`src/rtl/makina_pkg.sv`:
```
// Shared types for the fetch front end.
// Word width, FSM states and buffer entry layout.
package makina_pkg;
  localparam int XLEN = 17;

  typedef logic [XLEN-1:0] word_t;

  typedef enum logic [1:0] {
    IDLE,
    WAIT,
    DROP
  } fetch_state_t;

  typedef struct packed {
    word_t pc;
    word_t instr;
  } fetch_entry_t;
endpackage

```
`src/rtl/fetch_fifo.sv`:
```
// Instruction buffer between fetch and core.
// Flush clears occupancy; the head holds its last value when empty.
module fetch_fifo
  import makina_pkg::*;
#(
  parameter int DEPTH = 2
) (
  input  logic         clk,
  input  logic         rst,
  input  logic         flush,
  input  logic         push,
  input  fetch_entry_t wdata,
  input  logic         pop,
  output fetch_entry_t head,
  output logic [$clog2(DEPTH):0] count
);
  localparam int AW = $clog2(DEPTH);
  localparam int CW = AW + 1;

  fetch_entry_t mem [DEPTH];
  fetch_entry_t last;
  logic [AW-1:0] rd_ptr;
  logic [AW-1:0] wr_ptr;
  logic          do_push;
  logic          do_pop;

  assign do_push = push && !flush;
  assign do_pop  = pop && !flush && (count != '0);
  assign head    = (count != '0) ? mem[rd_ptr] : last;

  always_ff @(posedge clk) begin
    if (do_push) mem[wr_ptr] <= wdata;
  end

  always_ff @(posedge clk) begin
    if (rst || flush) begin
      rd_ptr <= '0;
      wr_ptr <= '0;
      count  <= '0;
    end else begin
      if (do_push) wr_ptr <= wr_ptr + 1'b1;
      if (do_pop) rd_ptr <= rd_ptr + 1'b1;
      count <= count + CW'(do_push) - CW'(do_pop);
    end
  end

  // Remember what was shown so out_* stay put once drained.
  always_ff @(posedge clk) begin
    if (rst) last <= '0;
    else if (count != '0) last <= mem[rd_ptr];
  end
endmodule

```
`src/rtl/instr_fetch.sv`:
```
// Fetch stage: owns the PC, one request in flight,
// buffers words for the core, redirect drops stale data.
module instr_fetch
  import makina_pkg::*;
#(
  parameter word_t RESET_PC = '0,
  parameter int    DEPTH    = 2
) (
  input  logic  clk,
  input  logic  rst,
  output logic  imem_req_valid,
  input  logic  imem_req_ready,
  output word_t imem_addr,
  input  logic  imem_resp_valid,
  input  word_t imem_resp_data,
  input  logic  redirect_valid,
  input  word_t redirect_pc,
  output logic  out_valid,
  input  logic  out_ready,
  output word_t out_instr,
  output word_t out_pc
);
  localparam int CW = $clog2(DEPTH) + 1;

  fetch_state_t  state;
  fetch_state_t  state_d;
  word_t         fetch_pc;
  word_t         fetch_pc_d;
  word_t         req_pc;
  logic          req_fire;
  logic          push;
  logic          pop;
  logic [CW-1:0] count;
  logic [CW-1:0] count_d;
  fetch_entry_t  head;
  fetch_entry_t  wdata;

  assign req_fire = imem_req_valid && imem_req_ready;
  assign push = (state == WAIT) && imem_resp_valid
             && !redirect_valid;
  assign pop = out_valid && out_ready && !redirect_valid;
  assign wdata = '{pc: req_pc, instr: imem_resp_data};

  assign out_valid = (count != '0);
  assign out_instr = head.instr;
  assign out_pc    = head.pc;

  fetch_fifo #(.DEPTH(DEPTH)) u_fifo (
    .clk   (clk),
    .rst   (rst),
    .flush (redirect_valid),
    .push  (push),
    .wdata (wdata),
    .pop   (pop),
    .head  (head),
    .count (count)
  );

  always_comb begin
    count_d = count + CW'(push) - CW'(pop);
    if (redirect_valid) count_d = '0;
  end

  always_comb begin
    state_d    = state;
    fetch_pc_d = fetch_pc;
    unique case (state)
      IDLE: begin
        if (req_fire) begin
          state_d    = WAIT;
          fetch_pc_d = fetch_pc + 1'b1;
        end
      end
      WAIT, DROP: begin
        if (imem_resp_valid) state_d = IDLE;
      end
      default: state_d = IDLE;
    endcase
    // Anything still owed by memory must be drained in DROP.
    if (redirect_valid) begin
      fetch_pc_d = redirect_pc;
      state_d    = (state_d == IDLE) ? IDLE : DROP;
    end
  end

  always_ff @(posedge clk) begin
    if (rst) begin
      state          <= IDLE;
      fetch_pc       <= RESET_PC;
      req_pc         <= RESET_PC;
      imem_req_valid <= 1'b0;
      imem_addr      <= RESET_PC;
    end else begin
      state    <= state_d;
      fetch_pc <= fetch_pc_d;
      if (req_fire) req_pc <= fetch_pc;
      imem_req_valid <= (state_d == IDLE)
                     && (count_d < CW'(DEPTH));
      imem_addr <= fetch_pc_d;
    end
  end
endmodule

```
`config.mk`:
```
export PLATFORM = sky130hd
export DESIGN_NAME = instr_fetch
export DESIGN_NICKNAME = d
export VERILOG_FILES = /design/src/rtl/makina_pkg.sv /design/src/rtl/fetch_fifo.sv /design/src/rtl/instr_fetch.sv
export SDC_FILE = /design/constraint.sdc
export NUM_CORES = 1
export LEC_CHECK = 0
export BUFFER_PORTS_ARGS = -buffer_cell sky130_fd_sc_hd__buf_2
export CAP_MARGIN = 20
export CORE_MARGIN = 1.5
export CORE_UTILIZATION = 35
export DETAILED_ROUTE_END_ITERATION = 8
export GPL_TIMING_DRIVEN = 0
export SLEW_MARGIN = 10
export SYNTH_ARGS = -nofsm -noshare
export SYNTH_HDL_FRONTEND = slang
export SYNTH_SLANG_ARGS = --single-unit
```
`constraint.sdc`:
```
create_clock -name clk -period 7.5 [get_ports clk]
set_input_delay 0.75 -clock clk [delete_from_list [all_inputs] [get_ports clk]]
set_output_delay 0.75 -clock clk [all_outputs]
set_load 0.1 [all_outputs]
```
==> summary.md, run 1 <==
The run finished with clean final reports. The start-to-end type of the worst setup path was reg -> out. The run gives 0 as the number of resized instances in the post-cts repair step. Based on the critical path, the design can be clocked at up to 0.282 GHz.

For the pin with the worst max-slew slack, the measured transition is 676 ps. The die is 130 um wide. The run gives 0 as the number of slew-limit violations in the final report.

The count of flip-flops with a built-in enable after synthesis works out to 68. After technology mapping, the gate count stands at 494. By instance count, the leading cell after synthesis is sky130_fd_sc_hd__nand2_1. Site row count: 46. Data on the critical path arrives at its endpoint at 2790 ps.

The final layout contains routed wiring with a total length of 12.0 mm. The first global-routing pass estimated 19.1 mm of wire. For this run, design rule violations remaining after detail routing come to 0. In this run the cell area of the synthesized design comes to 5650 um2. The largest buffer count on any clock path is 2. The cell seen most often among critical-path stages is sky130_fd_sc_hd__clkbuf_1.

The number of synthesized register bits was 144; the share of the cycle needed by the critical path after routing was 47.2%. The cell family contributing the most delay on the critical path is buffers and inverters. The tools report the peak ir drop on the vdd network as 0.000160 V.

In the synthesized netlist the dominant register cell turns out to be sky130_fd_sc_hd__dfxtp_1. For this run, the post-layout net count is 655. The number of H-tree branching levels was 4; the register clock-pin slew on the reported worst setup and hold paths was 50 ps. For the worst clock skew on the final layout, the log shows 7.41 ps. Once the clock tree was built, the setup fixing pass inserted 0 buffers. Clock tree synthesis inserted a total of 17 buffers.

The tools report the clock insertion delay at the later pin of the skew report as 410 ps. For this design, the CTS-stage hold fixing added 0 buffers. For this run, the slowest stage of the critical path takes 510 ps. The slowest stage cell on the critical path is sky130_fd_sc_hd__nor2_1. The count of nets left with antenna violations once routing finished came out at 0. The multi-input combinational cells in the finished layout cover a total of 1920 um2.

For this design, the sink count on the clock tree is 144. In this run the worst path has a maximum fanout of 10. For the worst setup path, the data required time is 6750 ps.

From bottom edge to top edge, the die measures 130 um. The number of I/O port buffers was 91; the buffering stage count on the worst path with inverters included was 3. The initial cell density of the core is 35.7%, and the hold path depth is 0. Cells fill 44.0% of the core in the end.

The endpoint identified for the worst register-to-register timing path is imem_req_valid. Setup violations remaining at the end of the flow were counted as 0. Setup repair after global routing left no endpoint under its margin.

In the final timing run, aggregate negative setup slack is 0 ps. For the total via count in the routed design, the log shows 3943. The worst setup path is launched from a flop. The average routed wire per standard cell was 14.3 um.

Traced cell by cell, the critical path runs through nor2_1, clkbuf_1, clkbuf_1, nand2_1, o21ai_0, buf_2. The cell count of the worst reg-to-reg path was 8; the DRC marker count from the first detailed-route iteration was 189. Type of destination of the critical path: an output pin. The critical path crosses 6 cells after its start point. For the leakage power figure, the log shows 2.55 nW. The worst pin sits at a relative slew slack of 54.7%. For the initial antenna violation count, the log shows 0. The setup check on the worst reg-to-reg path leaves a slack of 4750 ps. The tightest min-delay check is of the reg -> reg type. After synthesis, the most frequently instantiated cells are sky130_fd_sc_hd__nand2_1 (78), sky130_fd_sc_hd__dfxtp_1 (76), sky130_fd_sc_hd__edfxtp_1 (68), sky130_fd_sc_hd__o21ai_0 (40), sky130_fd_sc_hd__nor2b_1 (36).

The run gives 541 as the net count after synthesis. In this run the critical register-to-register path is launched from u_fifo.count[1]. For the number of hold violations in the final report, the log shows 0. The share of the synthesized area in the top cell type works out to 36.2%. The total area inside the core boundary comes to 15800 um2.

Across every metal layer, demand over resource in global routing totals 14.9%. TritonCTS built the clock tree. The pin count of the biggest net entering global routing came out at 35. Using the TritonRoute via totals, the vias-per-cell ratio works out to 4.72. The tools report the weighted congestion at the end of routability-driven global placement as 0.816.

The run gives 8.72 mm as the detailed placement HPWL. The sequential standard cell area came out at 3560 um2. The tools report the die area as 16900 um2. The synthesized netlist contains 43 unique library cells. Source of the critical timing path: u_fifo.count[1]. The run gives 4 as the length of the first detailed-routing pass in iterations. The tools report the boundary pin count as 93. The library cell occupying the most area in the post-synthesis netlist is sky130_fd_sc_hd__edfxtp_1. The number of global-route vias before repair was 3853; the number of filler cells placed in the layout was 1512. The share of the Yosys chip area taken by registers is 63.1%. The number of warnings issued by yosys came out at 0.

The root buffer selected by CTS was sky130_fd_sc_hd__clkbuf_16. For the count of inserted antenna diode cells, the log shows 0. The tools report the last element of the critical path as out_pc[8]. From synthesis to final layout, the design area changed by 23.4%. Cells with a size suffix above 1 make up 22.1% of the layout. The run gives 0 as the aggregate global routing overflow. Max-cap violations in this run came to 0. After synthesis, the cell types taking the most area are sky130_fd_sc_hd__edfxtp_1 (36%), sky130_fd_sc_hd__dfxtp_1 (27%), sky130_fd_sc_hd__mux2i_1 (6.0%). Averaged over all synthesized cells, the footprint is 11.4 um2. The areal power density over the cells was 254 nW/um2; the share of async-settable or async-resettable flops after synthesis was 0%. For the finished layout, the period the worst path requires is 3540 ps.
registers in the layout, indices dropped and copies added, names as in the netlist, named ones only:
register	cells
u_fifo.mem	68
u_fifo.last	34
fetch_pc	17
req_pc	17
state	2
u_fifo.count	2
imem_req_valid	1
u_fifo.rd_ptr	1
u_fifo.wr_ptr	1
how the worst min path moves through the flow:
stage,start,to
final,req_pc[6],u_fifo.mem[0][23]
after global routing,req_pc[6],u_fifo.mem[0][23]
after CTS,req_pc[14],u_fifo.mem[1][31]
after detailed placement,req_pc[14],u_fifo.mem[0][31]
after global placement,req_pc[2],u_fifo.mem[0][19]
after floorplan,req_pc[0],u_fifo.mem[0][17]
metrics by stage:
stage | instance area (um2) | setup slack (ps) | hold WS (ps) | total power [W] | std cells
global placement | 6370 | 1840 | 436 | 0.00100 | 801
finish | 6970 | 3960 | 454 | 0.00177 | 836
CTS | 6970 | 3910 | 461 | 0.00179 | 836
global route | 6970 | 3720 | 468 | 0.00184 | 836
detailed placement | 6420 | 4360 | 446 | 0.00101 | 805
floorplan | 5650 | 3480 | 425 | 0.000971 | 494
where the power goes:
group	switching (W)	internal, W
clock network	0.000291	0.000488
logic	0.000109	0.0000326
registers	0.0000154	0.000836
total	0.000415	0.00136
metal layers:
metal / up-vias / global-route usage (%) / wire length (um)
met5: - / 0 / 0
met4: 0 / 5.42 / 161
met3: 12 / 4.63 / 662
met2: 120 / 24.2 / 5590
met1: 1835 / 18.7 / 5550
li1: 1976 / - / -
worst register-to-register path: cells and delay by family (launching register included):
family          cells  cell delay (ps)
buf+inv             2              620
simple gates        4             1140
compound gates      1              260
fa+ha+maj           1              300
flops               1              330
layout by cell type (no fill, tap or decap), types with 2 or more instances in the layout:
cell and count:
sky130_fd_sc_hd__buf_2 96, sky130_fd_sc_hd__nand2_1 78, sky130_fd_sc_hd__dfxtp_1 76, sky130_fd_sc_hd__edfxtp_1 68, sky130_fd_sc_hd__o21ai_0 40, sky130_fd_sc_hd__nor2b_1 36
sky130_fd_sc_hd__mux2i_1 34, sky130_fd_sc_hd__clkbuf_1 24, sky130_fd_sc_hd__a21oi_1 21, sky130_fd_sc_hd__nor2_1 19, sky130_fd_sc_hd__clkbuf_16 17, sky130_fd_sc_hd__inv_1 10
sky130_fd_sc_hd__xnor2_1 9, sky130_fd_sc_hd__a211oi_1 9, sky130_fd_sc_hd__clkinv_1 7, sky130_fd_sc_hd__a311oi_1 7, sky130_fd_sc_hd__ha_1 7, sky130_fd_sc_hd__nor3_1 6
sky130_fd_sc_hd__and3_1 5, sky130_fd_sc_hd__buf_4 4, sky130_fd_sc_hd__nor4_1 4, sky130_fd_sc_hd__xor2_1 4, sky130_fd_sc_hd__nand3_1 3, sky130_fd_sc_hd__nand4_1 3
sky130_fd_sc_hd__buf_6 2, sky130_fd_sc_hd__nand3_2 2, sky130_fd_sc_hd__a2111oi_0 2, sky130_fd_sc_hd__or4_1 2, sky130_fd_sc_hd__or3_1 2, sky130_fd_sc_hd__bufinv_16 2
kinds of logic after synthesis:
group	Yosys count	synth area share (%)
compound gates	85	8.91
xor+xnor	13	2.02
fa+ha+maj	7	1.55
buf+inv	40	3.04
flops	144	63.1
mux	35	6.23
simple gates	170	15.1
layout make-up:
class                      instances  share of cell area (%)
sequential                       144                    51.1
tap                              216                    3.88
timing repair buffer              95                    7.20
clock inverter                    10                    1.36
buffer                            29                    1.87
clock buffer                      21                    6.46
multi-input combinational        310                    27.5
inverter                          11                   0.592
No activity file was read; power rests on OpenSTA's default activity.
==> run 2, diff against run 1 <==
Settings changed: ABC_AREA from default to 1.
Clock period 7.5 ns to 3.1 ns, I/O delays scaled along.
==> run 2 against run 1 <==
  * Synthesized area increased by 4.8%
  * Wire length up 20%
  * Sequential share of layout area decreased by 2.3 points
  * Clock power rose to 2.5 times the previous value
  * Global-route usage grew 1.9 points
  * Sequential power is 140% higher
  * Die area is 4.7% higher
  * Critical path type unchanged
  * Largest power group unchanged
==> summary.md, run 2 <==
The flow ran to the end, and the final reports show no timing, DRC or antenna violations. The tools report the leakage power figure as 3.00 nW. Counting flops with a built-in enable in the synthesized netlist gives 68. The number of antenna diodes in the final layout is 0.

The worst path in the final design needs a cycle of 2380 ps, including I/O delays and setup. In the final layout, the multi-input gates occupy 2070 um2. Yosys mapped the design onto 31 distinct sky130hd cell types.

From left edge to right edge, the die measures 133 um. For the number of max-cap violations, the log shows 0. Data on the critical path arrives at its endpoint at 2070 ps. Timing analysis after detailed placement gives a worst setup slack of 862 ps. Setup violations remaining at the end of the flow were counted as 0.

Summed over all nets, the half-perimeter wirelength after detailed placement is 10.2 mm. Yosys instantiated no cell more often than sky130_fd_sc_hd__nand2_1. The highest fanout seen on the critical path is 10, and the number of instances in the synthesized netlist is 584. The tools report the cts-stage hold buffer count as 0. Ranked by flip-flop count, first place goes to u_fifo.mem.

For the sequential standard cell area, the log shows 3560 um2. For the number of hold violations in the final report, the log shows 0. The peak ir drop on the vdd network was 0.000391 V. The tools report the net count after synthesis as 631. The floorplan step defined a die boundary enclosing 17700 um2.

The share of the yosys chip area belonging to registers is 60.2%. Initial antenna violation count: 0. During synthesis, Yosys emitted a total of 0 warnings. The most frequent standard cell in the layout excluding fill and tap cells was sky130_fd_sc_hd__buf_2. The clock insertion delay at the later pin of the skew report is 420 ps, and the met3 layer usage reported by global route is 4.64%.

The tree is rooted in a sky130_fd_sc_hd__clkbuf_16. The final route contains 4499 vias. The tools report the DRC marker count from the first detailed-route iteration as 282. For this run, the total global-route usage over all layers was measured as 16.8%. For the final routed database, the setup TNS stands at 0 ps. The number of global-route vias before repair is 4512, and the share of async-settable or async-resettable flops after synthesis is 0%.

The run gives 0 as the remaining antenna violation count. The final layout contains 743 nets. For met2 alone, demand over resource in global routing was 27.1%.

In this run the cell area measured after placement is 6720 um2. The initial cell density of the core came out at 35.8%. Row generation in the floorplan step produced 47 rows. The number of slew-limit violations in the final report is 0.

In this run, synthesis produced a sequential element count of 144. The post-synthesis average cell area was 10.1 um2; the slew at the pin closest to its max-slew limit was 606 ps. The library cells used most frequently in the layout, excluding fill and tap cells, are sky130_fd_sc_hd__buf_2 (102), sky130_fd_sc_hd__nand2_1 (85), sky130_fd_sc_hd__dfxtp_1 (76), sky130_fd_sc_hd__edfxtp_1 (68), sky130_fd_sc_hd__a21oi_1 (63). The share of the synthesized area in the top cell type was 34.5%.

The first global-routing pass estimated 22.9 mm of wire. Entering global routing, the biggest net connects 19 pins. Clock-pin slew was measured on the worst setup and hold paths at 60 ps. The longest clock path from root to sink contains 2 buffers. Setup repair after global routing left no endpoint under its margin. STA classifies the critical path startpoint as a flop. After synthesis, the most frequently instantiated cells are sky130_fd_sc_hd__nand2_1 (85), sky130_fd_sc_hd__dfxtp_1 (76), sky130_fd_sc_hd__edfxtp_1 (68), sky130_fd_sc_hd__a21oi_1 (63), sky130_fd_sc_hd__nor2_1 (47). The number of flip-flops in the largest register is 68. Summing all non-filler instances in the final layout gives an area of 7290 um2.

The tools report the minimum setup slack in the final design as 716 ps. The H-tree was split into 4 levels. The path class of the tightest hold or removal check is in -> reg. The type of destination of the critical path was an output pin. The floorplan step defined a core boundary enclosing 16500 um2.

The relative slew slack came out at 59.5%. The achievable clock frequency came out at 0.419 GHz. At the end of routability-driven placement, the weighted congestion stood at 0.932. The worst setup path is of the reg -> out kind. For the final database, setup skew stands at 10.1 ps.

The average routed wire per standard cell was 15.4 um; the share of the cycle needed by the critical path after routing was 76.9%. For met1 alone, demand over resource in global routing was 21.7%. By area the synthesized netlist is led by sky130_fd_sc_hd__edfxtp_1 (35%), sky130_fd_sc_hd__dfxtp_1 (26%), sky130_fd_sc_hd__nand2_1 (5.4%). The length of the first detailed-routing pass in iterations is 5, and the vertical extent of the die is 133 um. In the final layout, the share of cells above drive strength 1 is 29.9%.

The areal power density over the cells is 613 nW/um2. Library cell occupying the most area in the post-synthesis netlist: sky130_fd_sc_hd__edfxtp_1. At the worst endpoint, the required time is 2790 ps. From synthesis to final layout, the design area changed by 23.3%. Buffers placed on the I/O ports in this run total 91. The synthesized netlist occupies a cell area of 5920 um2.

Once the clock tree was built, the resizer swapped 0 gates to a different size. In this run, CTS created clock tree buffers numbering 17. After detailed routing, the total wire length is 14.3 mm. The worst-case hold slack came out at 80.6 ps.

TritonCTS built the clock tree. In the routed design, unresolved DRC markers number 0. The largest registers in the layout are u_fifo.mem x68, u_fifo.last x34.

Using the TritonRoute via totals, the vias-per-cell ratio works out to 4.84. CTS saw 144 sinks. The design draws 0.00447 W. The post-CTS setup buffer count is 0.

After global routing the overflow that remains totals 0. The most congested layer reported by global routing is met2. In the synthesized netlist the dominant register cell turns out to be sky130_fd_sc_hd__dfxtp_1.

Boundary pin count: 93. Number of filler cells placed in the layout: 1581.
## run 2: cell families (layout without fill, tap and decap cells)
logic type | count (synthesis) | in the layout | synth area share (%)
adders and majority gates | 7 | 7 | 1.48
and+or+nand+nor | 228 | 228 | 18.6
buffers and inverters | 63 | 188 | 5.10
DFF | 144 | 144 | 60.2
xor gates and xnor gates | 7 | 7 | 1.04
AOI/OAI and AO/OA | 135 | 135 | 13.6
## run 2: final cells by class
type                    instances  area share (%)
inverters                      36            1.89
plain buffers                  27            2.25
flip-flops and latches        144            48.9
repair buffers                 93            7.00
clock buffers                  22            6.36
well taps                     220            3.77
multi-input cells             377            28.3
clock inverters                10            1.53
## run 2: final timing paths
kind | cells after the start | to | slack, ps | startpoint
max reg2reg | 10 | u_fifo.count[1] | 860 | u_fifo.count[1]
max | 6 | out_pc[5] | 720 | flop
min reg2reg | 0 | u_fifo.mem[1][22] | 450 | req_pc[5]
min | 1 | u_fifo.mem[0][4] | 80 | imem_resp_data[4]
## run 2: metal layers
metal  part of all wire (%)  up-vias  wire (um)
met5                      0        -          0
met4                    1.2        0        170
met3                    6.5       14        936
met2                     47      172       6700
met1                     46     2106       6530
li1                       -     2207          -
## run 2: per-stage QoR
stage          utilization, %  cells
2_1_floorplan               -    584
3_3_place_gp             40.2    895
3_5_place_dp             40.7    897
4_1_cts                  44.1    929
5_1_grt                  44.1    929
6_report                 44.1    929
## run 2: where the power goes
group          switching [W]  internal, W
registers          0.0000434      0.00204
clock network       0.000762      0.00122
logic               0.000315    0.0000889
total                0.00112      0.00335
## run 2: worst max-delay path: stages, from the launching register on
cell and delay, ps:
sky130_fd_sc_hd__dfxtp_1 300, sky130_fd_sc_hd__buf_2 170, sky130_fd_sc_hd__clkinv_1 160, sky130_fd_sc_hd__buf_2 260, sky130_fd_sc_hd__nand2_1 90, sky130_fd_sc_hd__a21oi_2 210, sky130_fd_sc_hd__buf_2 460
